**src/rtl/alu_pkg.sv**
```systemverilog
// Shared ALU opcodes, flag positions and self-test vector layout.
package alu_pkg;

  localparam int DATA_W = 32;
  localparam int OP_W   = 3;
  localparam int FLAG_W = 4;
  localparam int IDX_W  = 3;

  localparam logic [OP_W-1:0] OP_ADD = 3'b000;
  localparam logic [OP_W-1:0] OP_SUB = 3'b001;
  localparam logic [OP_W-1:0] OP_AND = 3'b010;
  localparam logic [OP_W-1:0] OP_OR  = 3'b011;
  localparam logic [OP_W-1:0] OP_SLT = 3'b101;

  localparam int FLAG_N = 3;
  localparam int FLAG_Z = 2;
  localparam int FLAG_C = 1;
  localparam int FLAG_V = 0;

  typedef struct packed {
    logic [OP_W-1:0]   op;
    logic [DATA_W-1:0] a;
    logic [DATA_W-1:0] b;
    logic [DATA_W-1:0] exp_result;
    logic [FLAG_W-1:0] exp_flags;
    logic [FLAG_W-1:0] flag_mask;
  } vec_t;

  typedef enum logic [2:0] {
    S_IDLE,
    S_APPLY,
    S_WAIT,
    S_CHECK,
    S_DONE
  } bist_state_e;

  // Only flags selected by the mask take part in the comparison.
  function automatic logic vec_mismatch(
    input logic [DATA_W-1:0] result,
    input logic [FLAG_W-1:0] flags,
    input vec_t              v
  );
    return (result != v.exp_result) ||
           (((flags ^ v.exp_flags) & v.flag_mask) != '0);
  endfunction

endpackage

```
**src/rtl/alu_bist_rom.sv**
```systemverilog
// Fixed ALU self-test vector table, indexed combinationally.
module alu_bist_rom
  import alu_pkg::*;
(
  input  logic [IDX_W-1:0]  idx,
  output logic [OP_W-1:0]   op,
  output logic [DATA_W-1:0] a,
  output logic [DATA_W-1:0] b,
  output logic [DATA_W-1:0] exp_result,
  output logic [FLAG_W-1:0] exp_flags,
  output logic [FLAG_W-1:0] flag_mask
);

  vec_t v;

  always_comb begin
    v = '0;
    unique case (idx)
      3'd0: v = '{OP_ADD, 32'd5, 32'd7, 32'd12,
                  4'b0000, 4'b1111};
      3'd1: v = '{OP_SUB, 32'd10, 32'd3, 32'd7,
                  4'b0000, 4'b1101};
      3'd2: v = '{OP_AND, 32'hFF00FF00, 32'h0F0F0F0F,
                  32'h0F000F00, 4'b0000, 4'b0100};
      3'd3: v = '{OP_OR, 32'hFF00FF00, 32'h0F0F0F0F,
                  32'hFF0FFF0F, 4'b0000, 4'b0100};
      3'd4: v = '{OP_SLT, 32'hFFFFFFFB, 32'd10, 32'd1,
                  4'b0000, 4'b0100};
      3'd5: v = '{OP_SUB, 32'd10, 32'd10, 32'd0,
                  4'b0100, 4'b1101};
      3'd6: v = '{OP_ADD, 32'h7FFFFFFF, 32'd1,
                  32'h80000000, 4'b1001, 4'b1111};
      3'd7: v = '{OP_ADD, 32'hFFFFFFFF, 32'd1, 32'd0,
                  4'b0110, 4'b1111};
      default: v = '0;
    endcase
  end

  assign op         = v.op;
  assign a          = v.a;
  assign b          = v.b;
  assign exp_result = v.exp_result;
  assign exp_flags  = v.exp_flags;
  assign flag_mask  = v.flag_mask;

endmodule

```
**src/rtl/alu_bist_ctrl.sv**
```systemverilog
// ALU self-test sequencer: applies ROM vectors, checks results,
// and reports pass/fail, failure count and first failing index.
module alu_bist_ctrl
  import alu_pkg::*;
#(
  parameter int NUM_VECTORS = 8,
  parameter int ALU_LAT     = 0,
  parameter int FC_W        = 4
) (
  input  logic                clk,
  input  logic                rst,
  input  logic                start,
  output logic [DATA_W-1:0]   A,
  output logic [DATA_W-1:0]   B,
  output logic [OP_W-1:0]     ALUControl,
  input  logic [DATA_W-1:0]   Result,
  input  logic                OverFlow,
  input  logic                Carry,
  input  logic                Zero,
  input  logic                Negative,
  output logic                busy,
  output logic                done,
  output logic                pass,
  output logic [FC_W-1:0]     fail_count,
  output logic [IDX_W-1:0]    first_fail_idx
);

  localparam int WC_W = (ALU_LAT > 1) ? $clog2(ALU_LAT) : 1;
  localparam logic [WC_W-1:0] WC_LAST =
    WC_W'((ALU_LAT > 0) ? ALU_LAT - 1 : 0);
  localparam logic [IDX_W-1:0] IDX_LAST =
    IDX_W'(NUM_VECTORS - 1);

  bist_state_e       state_q;
  logic [IDX_W-1:0]  idx_q;
  logic [WC_W-1:0]   wcnt_q;
  logic [DATA_W-1:0] a_q;
  logic [DATA_W-1:0] b_q;
  logic [OP_W-1:0]   op_q;
  logic              busy_q;
  logic              done_q;
  logic              pass_q;
  logic [FC_W-1:0]   fc_q;
  logic [IDX_W-1:0]  ff_q;

  vec_t              rom_v;
  logic [FLAG_W-1:0] flags;
  logic              mismatch;

  alu_bist_rom u_rom (
    .idx        (idx_q),
    .op         (rom_v.op),
    .a          (rom_v.a),
    .b          (rom_v.b),
    .exp_result (rom_v.exp_result),
    .exp_flags  (rom_v.exp_flags),
    .flag_mask  (rom_v.flag_mask)
  );

  always_comb begin
    flags         = '0;
    flags[FLAG_N] = Negative;
    flags[FLAG_Z] = Zero;
    flags[FLAG_C] = Carry;
    flags[FLAG_V] = OverFlow;
    mismatch      = vec_mismatch(Result, flags, rom_v);
  end

  always_ff @(posedge clk or posedge rst) begin
    if (rst) begin
      state_q <= S_IDLE;
      idx_q   <= '0;
      wcnt_q  <= '0;
      a_q     <= '0;
      b_q     <= '0;
      op_q    <= '0;
      busy_q  <= 1'b0;
      done_q  <= 1'b0;
      pass_q  <= 1'b0;
      fc_q    <= '0;
      ff_q    <= '0;
    end else begin
      unique case (state_q)
        S_IDLE, S_DONE: begin
          if (start) begin
            idx_q   <= '0;
            fc_q    <= '0;
            ff_q    <= '0;
            done_q  <= 1'b0;
            pass_q  <= 1'b0;
            busy_q  <= 1'b1;
            state_q <= S_APPLY;
          end
        end
        S_APPLY: begin
          a_q     <= rom_v.a;
          b_q     <= rom_v.b;
          op_q    <= rom_v.op;
          wcnt_q  <= '0;
          state_q <= (ALU_LAT > 0) ? S_WAIT : S_CHECK;
        end
        S_WAIT: begin
          wcnt_q <= wcnt_q + WC_W'(1);
          if (wcnt_q == WC_LAST) state_q <= S_CHECK;
        end
        S_CHECK: begin
          if (mismatch) begin
            fc_q <= fc_q + FC_W'(1);
            if (fc_q == '0) ff_q <= idx_q;
          end
          // pass folds in this vector's outcome, not yet in fc_q
          if (idx_q == IDX_LAST) begin
            state_q <= S_DONE;
            busy_q  <= 1'b0;
            done_q  <= 1'b1;
            pass_q  <= (fc_q == '0) && !mismatch;
          end else begin
            idx_q   <= idx_q + IDX_W'(1);
            state_q <= S_APPLY;
          end
        end
        default: state_q <= S_IDLE;
      endcase
    end
  end

  assign A              = a_q;
  assign B              = b_q;
  assign ALUControl     = op_q;
  assign busy           = busy_q;
  assign done           = done_q;
  assign pass           = pass_q;
  assign fail_count     = fc_q;
  assign first_fail_idx = ff_q;

endmodule

```
**config.mk**
```make
export PLATFORM = sky130hd
export DESIGN_NAME = alu_bist_ctrl
export DESIGN_NICKNAME = d
export VERILOG_FILES = /design/src/rtl/alu_pkg.sv /design/src/rtl/alu_bist_rom.sv /design/src/rtl/alu_bist_ctrl.sv
export SDC_FILE = /design/constraint.sdc
export NUM_CORES = 1
export LEC_CHECK = 0
export CORE_MARGIN = 4
export CORE_UTILIZATION = 41
export CTS_BUF_LIST = sky130_fd_sc_hd__clkbuf_8
export CTS_CLUSTER_DIAMETER = 40
export DETAILED_ROUTE_END_ITERATION = 12
export GPL_ROUTABILITY_DRIVEN = 0
export PLACE_DENSITY = 0.83
export SKIP_LAST_GASP = 1
export SLEW_MARGIN = 20
export SYNTH_ARGS = -nofsm -noshare
export SYNTH_HDL_FRONTEND = slang
export SYNTH_SLANG_ARGS = --single-unit
```
**constraint.sdc**
```tcl
create_clock -name clk -period 3.05 [get_ports clk]
set_input_delay 0.305 -clock clk [delete_from_list [all_inputs] [get_ports clk]]
set_output_delay 0.305 -clock clk [all_outputs]
set_load 0.01 [all_outputs]
```
==> impl_results.md <==
* Num CTS Buffers at 5
* CP Max Fanout at 10
* Initial Utilization at 0.432
* Final setup skew at ~0.0057 ns
* Critical path cell sequence: ha_1 > ha_1 > or4_1 > mux2i_1 > and3_1 > o2111ai_4 > and2_4 > mux2_2
* DRC violations left at 0
* RSZ-0062 raised after global routing: no
* Post-DR wirelength/cell at around 14 um
* Power Dens Cells at slightly below 1000 nW/um2
* Largest net degree at the start of global routing at 31
* EDFF count, synth at 0
* Main synth FF type: dfrtp_1
* Top cells by area, synth: dfrtp_1 (33%), buf_4 (18%), ha_1 (7.2%)
* DIE WIDTH at about 82 um
* Die area at ~6700 um2
* # setup viols final at 0
* First-pass GRT wire length at ~8.4 mm
* Worst Path Arrival at 2.89 ns
* Reg clk slew, reported paths at 0.07 ns
* Synthesis warning total at 0
* Synthesized area at 2250 um2
* Vias in the first global route at 1,810
* Highest Clock Rate at 367 MHz
* Final WL at 5.47 mm
* Core Box Area at about 5200 um2
* Gr ovfl total at 0
* Syn_area_per_cell at 8.90 um2
* Post-CTS sizing at 0
* Hold_buf cts at 0
* Final #Nets at roughly 370
* TritonCTS clock tree: built
* Setup WS post-layout at between 0.3 and 0.4 ns
* H-tree depth at 2
* Pre-CTS WS at 0.384 ns
* Cells after Synth at ~250
* Most frequent cell after synthesis: buf_4
* CP delay by family, top: simple AND/OR/NAND/NOR gates
* Top post-synthesis cells by count: buf_4 (54), dfrtp_1 (30), nand2_1 (25), nor2_1 (17), ha_1 (13)
* Clk Latency, worst-skew pair at between 0.2 and 0.3 ns
* Die H at approximately 82 um
* Post-DP HPWL at approximately 4.3 mm
* I/O pins at ~120
* Hold Crit Class: input pin to asynchronous set/reset pin
* Inserted Diodes at 0
* Tmin final at ~2.7 ns
* Outcome: finished clean
* Period utilization at 0.893
* P_leak at around 1.4 nW
* TNS Setup at 0 ns
* Row count at 26
* Critical Path RT at 3.22 ns
* Max VDD drop at 0.429 mV
* Synth-to-Final Area Change at 38.5%
* Startpoint types: flip-flop
* Input/output buffers at just under 100
* Share of post-route cells with drive strength above 1 at 0.0631
* Ys async rst share at 1.00
* Crit path buffers/inverters at 0
* Clk Tree Root Cell: clkbuf_8
* Max-Cap Viols at 0
* Cell mode on critical path: ha_1
* Seq cells post-synth at 30
* Longest Clk Path Bufs at 2
* Final antenna-violating net count at 0
* Worst path max stage delay at ~0.53 ns
* Crit. End Element: flip-flop
* Vias/cell at 4.99
* Synth top area share at 0.334
* Via count at a little under 2,000
* Distinct cells, synth at 45
* Area leader, netlist: dfrtp_1
* Sequential fraction of the synthesis area at 0.334
* Initial antenna violation count at 0
* Clk sink count at 30
* Total track usage at 0.162
* Initial DRC Count at around 110
* Setup Crit Path Kind: flip-flop to flip-flop
* Max Transition Viols Final at 0
* Worst hold margin at 0.399 ns
* Post-CTS setup repair buffer count at 0
* Router iterations before antenna repair at 4
* Crit-path slowest cell: or4_1
* Hold Vio Cnt, Final at 0
-- logic make-up (layout without fill, tap and decap cells) --
group,after synthesis,after routing,synth area share
AO/OA/AOI/OAI,42,42,0.135
XOR/XNOR,5,5,0.0195
adder cells (fa/ha/maj),13,13,0.0723
buffers and inverters,71,120,0.211
flip-flops,30,30,0.334
multiplexers,9,9,0.0411
other,1,16,0.00167
AND/OR/NAND/NOR,82,82,0.187
-- power by group --
part | switching [W] | total, W | leakage [nW] | internal (W)
clock network | 0.000153 | 0.000502 | 0.0714 | 0.000348
logic | 0.000837 | 0.00178 | 0.936 | 0.000944
registers | 0.000193 | 0.000757 | 0.366 | 0.000564
-- stage by stage --
step,util,std cells,area (um2),total power (W)
after CTS,0.599,387,3120,0.00307
after global routing,0.599,387,3120,0.00327
final,0.599,387,3120,0.00304
after floorplan,-,268,2310,0.00192
after global placement,0.572,379,2980,0.00249
after detailed placement,0.572,379,2980,0.00255
-- final cells by class --
type | instances | area (um2)
clock buffers | 6 | 82.6
clock inverters | 2 | 60.1
fillers | 459 | 2090
inverters | 9 | 33.8
multi-input cells | 167 | 1080
flip-flops and latches | 30 | 751
well taps | 70 | 87.6
repair buffers | 103 | 1020
-- state kept, by name (all words and copies together) (netlist names), 3 cells and up --
name	count
idx_q	3
first_fail_idx	3
fail_count	4
ALUControl	3
state_q	3
A	6
B	4
-- per-layer routing --
layer	track usage	wire, um	vias up
met5	0	0	-
met4	0.0631	70	0
met3	0.0412	419	9
met2	0.292	2920	85
met1	0.182	2060	907
li1	-	-	930
-- cells in the final DEF, fill, tap and decap left out, drive strengths merged, types with 2 or more instances in the layout --
cell           Yosys  routed
o21ai             12      12
inv                9       9
xor2               2       2
ha                13      13
nand4              5       5
nand3              5       5
a211o              2       2
o2111ai            2       2
nand2             25      25
nor3               5       5
a221o              2       2
xnor2              3       3
buf               58       4
nor2              17      17
and3               7       7
bufinv             0       2
a21oi             11      11
and2               2       2
nor3b              3       3
nand2b             2       2
clkdlybuf4s50      0      99
or4                5       5
a22o               2       2
conb               1      16
mux2i              7       7
clkbuf             4       6
nor4               2       2
mux2               2       2
dfrtp             30      30
o31ai              3       3
-- path summary, 6_finish.rpt --
path                                 startpoint                         to  slack (ns)  cells past startpoint
max                        idx_q[0]$_DFFE_PP0P_  fail_count[0]$_DFFE_PP0P_        0.33                      8
min                                         rst           B[0]$_DFFE_PP0N_        0.40                      3
max reg2reg                idx_q[0]$_DFFE_PP0P_  fail_count[0]$_DFFE_PP0P_        0.33                      8
min reg2reg                    A[0]$_DFFE_PP0N_           A[0]$_DFFE_PP0N_        0.48                      2
max in group asynchronous                   rst     state_q[2]$_DFFE_PP0P_        2.36                      3
min in group clk               A[0]$_DFFE_PP0N_           A[0]$_DFFE_PP0N_        0.48                      2
-- worst min-delay path, cell delays in order --
cell and delay (ns):
clkdlybuf4s50_1 0.40, inv_1 0.05, buf_4 0.34
(Power assumes the default switching activity.)
